### src/rtl/cache_ctrl.sv
// Cache controller for a single cache set. It takes one CPU word request at a
// time and runs the set's compare/access operations. On a miss it writes back a
// dirty victim block, refills the block word by word from memory, and then
// replays the lookup.
//
// state    | meaning
// ---------+------------------------------------------------------------
// IDLE     | waiting for cpu_req
// LOOKUP   | compare-read at the requested tag/word
// WR_HIT   | compare-write of the CPU data (the set marks the block dirty)
// WB_RD    | access-read of victim word k
// WB_MEM   | memory write of victim word k
// FILL_MEM | memory read of requested block word k
// FILL_WR  | access-write of refill word k (valid=1)
// DONE     | one-cycle cpu_ack
module cache_ctrl #(
  parameter int TAG_W  = 5,
  parameter int WORD_W = 2,
  parameter int DATA_W = 16
) (
  input  logic                      clk,
  input  logic                      rst,
  input  logic                      cpu_req,
  input  logic                      cpu_wr,
  input  logic [TAG_W+WORD_W-1:0]   cpu_addr,
  input  logic [DATA_W-1:0]         cpu_wdata,
  output logic [DATA_W-1:0]         cpu_rdata,
  output logic                      cpu_ack,
  output logic                      cpu_busy,
  output logic                      set_enable,
  output logic                      set_comp,
  output logic                      set_write,
  output logic [WORD_W-1:0]         set_word,
  output logic [TAG_W-1:0]          set_tag,
  output logic [DATA_W-1:0]         set_data,
  output logic                      set_valid,
  input  logic                      set_hit,
  input  logic                      set_dirty,
  input  logic                      set_valid_out,
  input  logic [TAG_W-1:0]          set_tag_out,
  input  logic [DATA_W-1:0]         set_data_out,
  input  logic                      set_ack,
  output logic                      mem_req,
  output logic                      mem_wr,
  output logic [TAG_W+WORD_W-1:0]   mem_addr,
  output logic [DATA_W-1:0]         mem_wdata,
  input  logic [DATA_W-1:0]         mem_rdata,
  input  logic                      mem_ack
);

  typedef enum logic [2:0] {
    S_IDLE, S_LOOKUP, S_WR_HIT, S_WB_RD, S_WB_MEM, S_FILL_MEM, S_FILL_WR, S_DONE
  } state_t;

  state_t              state, state_nxt;
  logic                req_wr;
  logic [TAG_W-1:0]    req_tag;
  logic [WORD_W-1:0]   req_word;
  logic [DATA_W-1:0]   req_wdata;
  logic [TAG_W-1:0]    victim_tag;
  logic [DATA_W-1:0]   word_buf;
  logic [DATA_W-1:0]   rdata_q;
  logic [WORD_W-1:0]   k;
  logic                gap;
  logic                set_done, mem_done, lookup_hit, k_max;

  // gap forces one idle cycle on both strobes after any completed transaction
  assign set_done   = set_enable & set_ack;
  assign mem_done   = mem_req & mem_ack;
  assign lookup_hit = set_hit & set_valid_out;
  assign k_max      = &k;

  // State register
  always_ff @(posedge clk or negedge rst) begin
    if (!rst) state <= S_IDLE;
    else      state <= state_nxt;
  end

  // Next-state decode
  always_comb begin
    state_nxt = state;
    case (state)
      S_IDLE:     if (cpu_req) state_nxt = S_LOOKUP;
      S_LOOKUP: begin
        if (set_done) begin
          if (lookup_hit)                     state_nxt = req_wr ? S_WR_HIT : S_DONE;
          else if (set_valid_out & set_dirty) state_nxt = S_WB_RD;
          else                                state_nxt = S_FILL_MEM;
        end
      end
      S_WR_HIT:   if (set_done) state_nxt = S_DONE;
      S_WB_RD:    if (set_done) state_nxt = S_WB_MEM;
      S_WB_MEM:   if (mem_done) state_nxt = k_max ? S_FILL_MEM : S_WB_RD;
      S_FILL_MEM: if (mem_done) state_nxt = S_FILL_WR;
      S_FILL_WR:  if (set_done) state_nxt = k_max ? S_LOOKUP : S_FILL_MEM;
      S_DONE:     state_nxt = S_IDLE;
      default:    state_nxt = S_IDLE;
    endcase
  end

  // Request latch, word counter, victim/refill capture and read-data holding
  always_ff @(posedge clk or negedge rst) begin
    if (!rst) begin
      req_wr     <= 1'b0;
      req_tag    <= '0;
      req_word   <= '0;
      req_wdata  <= '0;
      victim_tag <= '0;
      word_buf   <= '0;
      rdata_q    <= '0;
      k          <= '0;
      gap        <= 1'b0;
    end else begin
      gap <= set_done | mem_done;
      if (state == S_IDLE && cpu_req) begin
        req_wr    <= cpu_wr;
        req_tag   <= cpu_addr[TAG_W+WORD_W-1:WORD_W];
        req_word  <= cpu_addr[WORD_W-1:0];
        req_wdata <= cpu_wdata;
      end
      case (state)
        S_LOOKUP: if (set_done) begin
          k <= '0;
          if (lookup_hit && !req_wr) rdata_q <= set_data_out;
        end
        S_WB_RD: if (set_done) begin
          if (k == '0) victim_tag <= set_tag_out;
          word_buf <= set_data_out;
        end
        S_WB_MEM:   if (mem_done) k <= k + 1'b1;
        S_FILL_MEM: if (mem_done) word_buf <= mem_rdata;
        S_FILL_WR:  if (set_done) k <= k + 1'b1;
        default: ;
      endcase
    end
  end

  // Output decode; everything is zero outside the state that owns it
  always_comb begin
    cpu_rdata  = rdata_q;
    cpu_ack    = 1'b0;
    cpu_busy   = 1'b0;
    set_enable = 1'b0;
    set_comp   = 1'b0;
    set_write  = 1'b0;
    set_word   = '0;
    set_tag    = '0;
    set_data   = '0;
    set_valid  = 1'b0;
    mem_req    = 1'b0;
    mem_wr     = 1'b0;
    mem_addr   = '0;
    mem_wdata  = '0;
    case (state)
      S_LOOKUP: begin
        cpu_busy   = 1'b1;
        set_enable = !gap;
        set_comp   = 1'b1;
        set_word   = req_word;
        set_tag    = req_tag;
      end
      S_WR_HIT: begin
        cpu_busy   = 1'b1;
        set_enable = !gap;
        set_comp   = 1'b1;
        set_write  = 1'b1;
        set_word   = req_word;
        set_tag    = req_tag;
        set_data   = req_wdata;
        set_valid  = 1'b1;
      end
      S_WB_RD: begin
        cpu_busy   = 1'b1;
        set_enable = !gap;
        set_word   = k;
      end
      S_WB_MEM: begin
        cpu_busy  = 1'b1;
        mem_req   = !gap;
        mem_wr    = 1'b1;
        mem_addr  = {victim_tag, k};
        mem_wdata = word_buf;
      end
      S_FILL_MEM: begin
        cpu_busy = 1'b1;
        mem_req  = !gap;
        mem_addr = {req_tag, k};
      end
      S_FILL_WR: begin
        cpu_busy   = 1'b1;
        set_enable = !gap;
        set_write  = 1'b1;
        set_word   = k;
        set_tag    = req_tag;
        set_data   = word_buf;
        set_valid  = 1'b1;
      end
      S_DONE: cpu_ack = 1'b1;
      default: ;
    endcase
  end

endmodule
### config.mk
export PLATFORM = sky130hd
export DESIGN_NAME = cache_ctrl
export DESIGN_NICKNAME = d
export VERILOG_FILES = /design/src/rtl/cache_ctrl.sv
export SDC_FILE = /design/constraint.sdc
export NUM_CORES = 1
export LEC_CHECK = 0
export CAP_MARGIN = 5
export CORE_ASPECT_RATIO = 1.1
export CORE_MARGIN = 2
export CORE_UTILIZATION = 40
export DETAILED_ROUTE_END_ITERATION = 12
export HOLD_SLACK_MARGIN = 0.03
export PLACE_DENSITY = 0.78
export SLEW_MARGIN = 20
export SYNTH_ARGS = -nofsm -noshare
export SYNTH_HDL_FRONTEND = slang
export SYNTH_SLANG_ARGS = --single-unit
### constraint.sdc
create_clock -name clk -period 1.6 [get_ports clk]
set_input_delay 0.32 -clock clk [delete_from_list [all_inputs] [get_ports clk]]
set_output_delay 0.32 -clock clk [all_outputs]
set_load 0.02 [all_outputs]
After elaboration in Yosys (flattened, before gate mapping):

Cells that the tools add are included.

* add/subtract/negate cells: 1
* $mul: 0
* div/mod/pow operators: 0
* magnitude comparators: 0
* equal/unequal tests: 14
* shifts and indexed selects: 0
* multiplexer cells: 32
* bitwise gates (word level): 5
* reductions and logical operators: 21

Operator list (count)
* 16-bit one-hot mux with 2 select lines: 2
* 16-bit 2-to-1 mux: 3
* 3-bit 2-to-1 mux: 12
* 3-bit one-hot mux with 8 select lines: 1
* 2-bit != test, second input constant: 7
* 7-bit one-hot mux with 2 select lines: 1
* 3-bit equality test, second input constant: 4
* 3-bit AND reduction: 3
* 2-bit OR reduction: 4
* 1-bit 2-to-1 mux: 7
* 7-bit AND reduction: 1
* 3-bit by 2-bit equality test with 1-bit output, second input constant: 2
* 2-bit 2-to-1 mux: 3
* 2-bit one-hot mux with 3 select lines: 1
* 6-bit OR reduction: 1
* 5-bit 2-to-1 mux: 1
* 1-bit AND: 4
* 2-bit one-hot mux with 2 select lines: 1
* 4-bit AND reduction: 1
* 4-bit OR reduction: 1
* 3-bit by 1-bit equality test with 1-bit output, second input constant: 1
* 3-bit logical NOT: 1
* 3-bit nonzero test: 1
* 3-bit OR reduction: 1
* 7 further kinds: 9

* register bits: 67
* bits in latches: 0
* bits in writable memories: 0
* memory bits (read-only): 0
* input port bits: 69
* output and inout bits: 70
* logic and storage cells: 83
* memories kept: 0

Depth between registers and ports, before layout:

* depth after elaboration: 6
* mapped depth: 6
* depth with buffers taken out: 5

Least setup slack after synthesis:

No wires, ideal clock.

* path type: reg-to-output
* start point: register state[2]
* end point: output set_data[10]
* arrival time: 1639 ps
* required time: 1280 ps
* setup slack: -359 ps
* cell stages (with the launch flop): 6
* buffers on the path: 3
* cell sequence: dfrtp_1 -> buf_2 -> buf_1 -> buf_1 -> mux2i_1 -> nor2_1

* cells in the longest elaborated chain, start to end: 2
* elaborated cells between the ends (all ways): 3
* those cells by class: eq/ne (2); mux (1)

Ends and longest elaborated chain
* start, declared: line 55 `state_t state, state_nxt;`
* start signal, assigned: line 76 `else state <= state_nxt;`
* 3-bit equality test or 3-bit by 2-bit equality test with 1-bit output (tied branches): line 154 `case (state)`
* 16-bit one-hot mux with 2 select lines (*): line 154
* end, declared: line 35 `output logic [DATA_W-1:0] set_data,`

Mark *: on every way between the ends. The rest lies on a longest branch, timed or not.

Worst setup path in the final report:

* start point: register state[2]
* end point: output cpu_busy

* cells in the longest elaborated chain, start to end: 3
* elaborated cells between the ends (all ways): 8
* those cells by class: eq/ne (6); mux (1); reduce/logical (1)

Ends and longest elaborated chain
* 3-bit equality test, or another cell as far along: line 154
* 6-bit OR reduction (no line) (*)
* 1-bit 2-to-1 mux (*): line 154
* end, declared: line 29 `output logic cpu_busy,`

Marked as above.

==> summary.md <==
| Metric | Value |
|---|---|
| Outcome | `complete, but fails checks` |
| Violated checks | `setup timing` |
| Min setup slack post-route | `-0.3847 ns` |
| IO Port Bufs | `138` |
| Top-level I/O count | `~140` |
| Global-route wire length before repair | `~17 mm` |
| Synth Flop Type | `dfrtp_1` |
| Switching portion of total power | `between 40% and 50%` |
| Synth cell count leaders | `dfrtp_1, nor2_1, mux2i_1, mux2_2, a21oi_1` |
| Comb power frac | `between 60% and 70%` |
| Vias per cell | `roughly 5.5` |
| Register bit total from synthesis | `67` |
| Peak supply drop | `around 1.2 mV` |
| Clock-pin slew on the worst setup and hold paths | `~0.080 ns` |
| Required time of the critical path | `approximately 1.3 ns` |
| CTS Buf Count | `9` |
| Sequential share of power | `23.1%` |
| R2R cell count | `6` |
| Vias in the first global route | `about 3500` |
| Worst Setup Start Kind | `flip-flop` |
| Routed vias | `roughly 3600` |
| Achievable frequency | `between 500 and 600 MHz` |
| Placed Cells | `just under 600` |
| Mapped Nets | `390` |
| Detail Placement HPWL | `~7.4 mm` |
| Number of fill cells | `444` |
| Initial antenna violation count | `0` |
| Power Density | `roughly 2100 nW/µm²` |
| Reg2reg start | `state[0]` |
| Reg2reg setup slack | `-0.37 ns` |
| H-tree depth | `3` |
| Async set-reset flop share out of synthesis | `between 90% and 100%` |
| Final cell count without fillers | `approximately 650` |
| Minimum clock period | `approximately 2 ns` |
| FF-to-FF End | `cpu_rdata[12]` |
| Final wirelength | `around 14 mm` |
| Total Power | `14.58 mW` |
| Clk_lat worst skew | `~0.35 ns` |
| P_sw | `a little over 6 mW` |
| Hold Crit Start | `cpu_rdata[4]` |
| Pint | `8.516 mW` |
| Most frequent cell after synthesis | `dfrtp_1` |
| Layout Skew | `approximately 0.011 ns` |
| Initial Utilization | `41.54%` |
| Routed Antenna Nets | `0` |
| WHS Path Cells | `1` |
| # diodes | `0` |
| Leakage power | `roughly 3.1 nW` |
| Maximum fanout along the worst path | `6` |
| Clock power frac | `10.1%` |
| DR iter-0 viols | `227` |
| Root Buffer | `clkbuf_8` |
| EDFF count, synth | `0` |
| Unrepaired setup endpoints after global routing | `yes` |
| Register area share after synthesis | `a little under half` |
| Synth top area share | `about 48%` |
| Nets@finish | `600` |
| Synth Cell Area | `between 3000 and 4000 µm²` |
| CORE AREA | `~8500 µm²` |
| Syn_area_per_cell | `between 10 and 15 µm²` |
| Least-Margin Pin Slew | `around 0.36 ns` |
| Pre-CTS setup slack | `-0.4616 ns` |
| Die Y | `~100 µm` |
| Synth warn | `0` |
| Core Rows | `35` |
| CTS sink count | `67` |
| Slew Limit Fails | `0` |
| Max-Cap Viols | `0` |
| Setup violators final | `120` |
| Maximum root-to-sink buffer count | `2` |
| Largest net degree at the start of global routing | `68` |
| Crit. End Element | `output pin` |
| GPL Wtd Cong | `slightly below 0.9` |
| Total GRT Usage | `approximately a quarter` |
| Setup CP Type | `flip-flop to output pin` |
| Slew HR | `75.87%` |
| Layout cell share with drive strength beyond 1 | `58.05%` |
| Top post-synthesis cells by area | `dfrtp_1, mux2_2, mux2i_1, nor2_1, mux2_4` |
| Final Hold Viols | `0` |
| Final period util | `124.0%` |
| Cells after Synth | `around 320` |
| Area leader, netlist | `dfrtp_1` |
| Synth-to-Final Area Change | `95.01%` |
| Critical Path AT | `1.66 ns` |
| Worst hold endpoint | `cpu_rdata[4]` |
| DR DRC count | `0` |
| DR WL/cell | `21.85 µm` |
| Hold Path Class | `flip-flop to flip-flop` |
| Fin Setup TNS | `-28.89 ns` |
| Drt pass-1 iters | `5` |
| Post-synthesis cell type count | `35` |
| Die Width | `a little over 90 µm` |
| Die ar. | `~9500 µm²` |
| CTS tree | `built` |
| Total congestion overflow | `0` |
timing repair:
action                                  CTS  global route
hold endpoints to repair                 67             0
cloned                                    4             8
buffers inserted                         11            27
resized for setup                       354           168
pin swaps                                 7            14
endpoints found under the setup margin  133           120
hold buffers                              1             0
per-layer routing:
layer | wire, µm | track usage, %
met5 | 0 | 0
met4 | 516 | 8.258
met1 | 5431 | 28.14
met3 | 935 | 5.752
met2 | 7212 | 41.73
sequential cells by signal, indices dropped and copies added, names as in the netlist:
register and flops:
cpu_rdata 16, gap 1, k 2, req_tag 5, req_wdata 16, req_word 2
req_wr 1, state 3, victim_tag 5, word_buf 16
cells by family after synthesis:
| kind of cell | share of synthesized area, % |
|---|---|
| mux | 27.23 |
| flops | 47.75 |
| compound gates | 6.451 |
| simple gates | 14.29 |
| xor+xnor | 0.2495 |
| fa+ha+maj | 0.7126 |
| buf+inv | 3.315 |
final cells by class:
class	instances	area (µm²)	share of cell area, %
clock buffer	9	123.9	1.809
multi-input combinational	228	2447	35.75
clock inverter	7	76.32	1.115
inverter	5	26.28	0.3838
sequential	67	1680	24.54
timing repair buffer	218	2354	34.38
tap	111	138.9	2.029
placed cells by master, fill, tap and decap left out, types with 12 or more instances in the layout:
cell type        synthesis  layout
nor2_4                   0      22
dlygate4sd2_1            0      16
nor2_2                   0      12
mux2i_1                 40      19
buf_6                    1      67
and2_4                   0      16
dfrtp_1                 67      64
clkdlybuf4s50_1          0      67
buf_4                    1      44
a21oi_1                 21      13
mux2_4                  10      37
nor2_1                  49      15
critical path, stage by stage, from the launching register on:
cell	delay (ns)
dfrtp_2	0.49
buf_4	0.17
clkbuf_16	0.15
nand2_2	0.15
nor2_4	0.06
nor2_2	0.13
buf_4	0.16
power by group through the flow:
| stage | logic [mW] | clock network [mW] | registers [mW] |
|---|---|---|---|
| after floorplan | 3.80 | 0 | 3.03 |
| after global placement | 6.39 | 0 | 3.02 |
| after detailed placement | 6.55 | 0 | 3.07 |
| after CTS | 7.57 | 1.48 | 3.15 |
| after global routing | 10.1 | 1.57 | 3.46 |
| final | 9.74 | 1.47 | 3.37 |
through the flow:
stage                     utilization, %  instance area [µm²]  hold slack (ns)
after global routing               81.01                 6847           0.5321
after CTS                          71.53                 6046           0.5136
after floorplan                        -                 3689          0.02441
after global placement             64.78                 5475           0.3669
after detailed placement           64.78                 5475           0.3705
final                              81.01                 6847           0.5110
worst max path at each step:
stage / startpoint / endpoint / depth (start not counted)
after detailed placement: state[1] / cpu_rdata[7] / 6
after CTS: state[1] / cpu_rdata[7] / 6
after global routing: state[2] / cpu_busy / 6
final: state[2] / cpu_busy / 6
after global placement: set_hit / cpu_rdata[10] / 5
after floorplan: state[1] / cpu_rdata[10] / 6
Note: power is estimated with default switching activity, not from simulation.
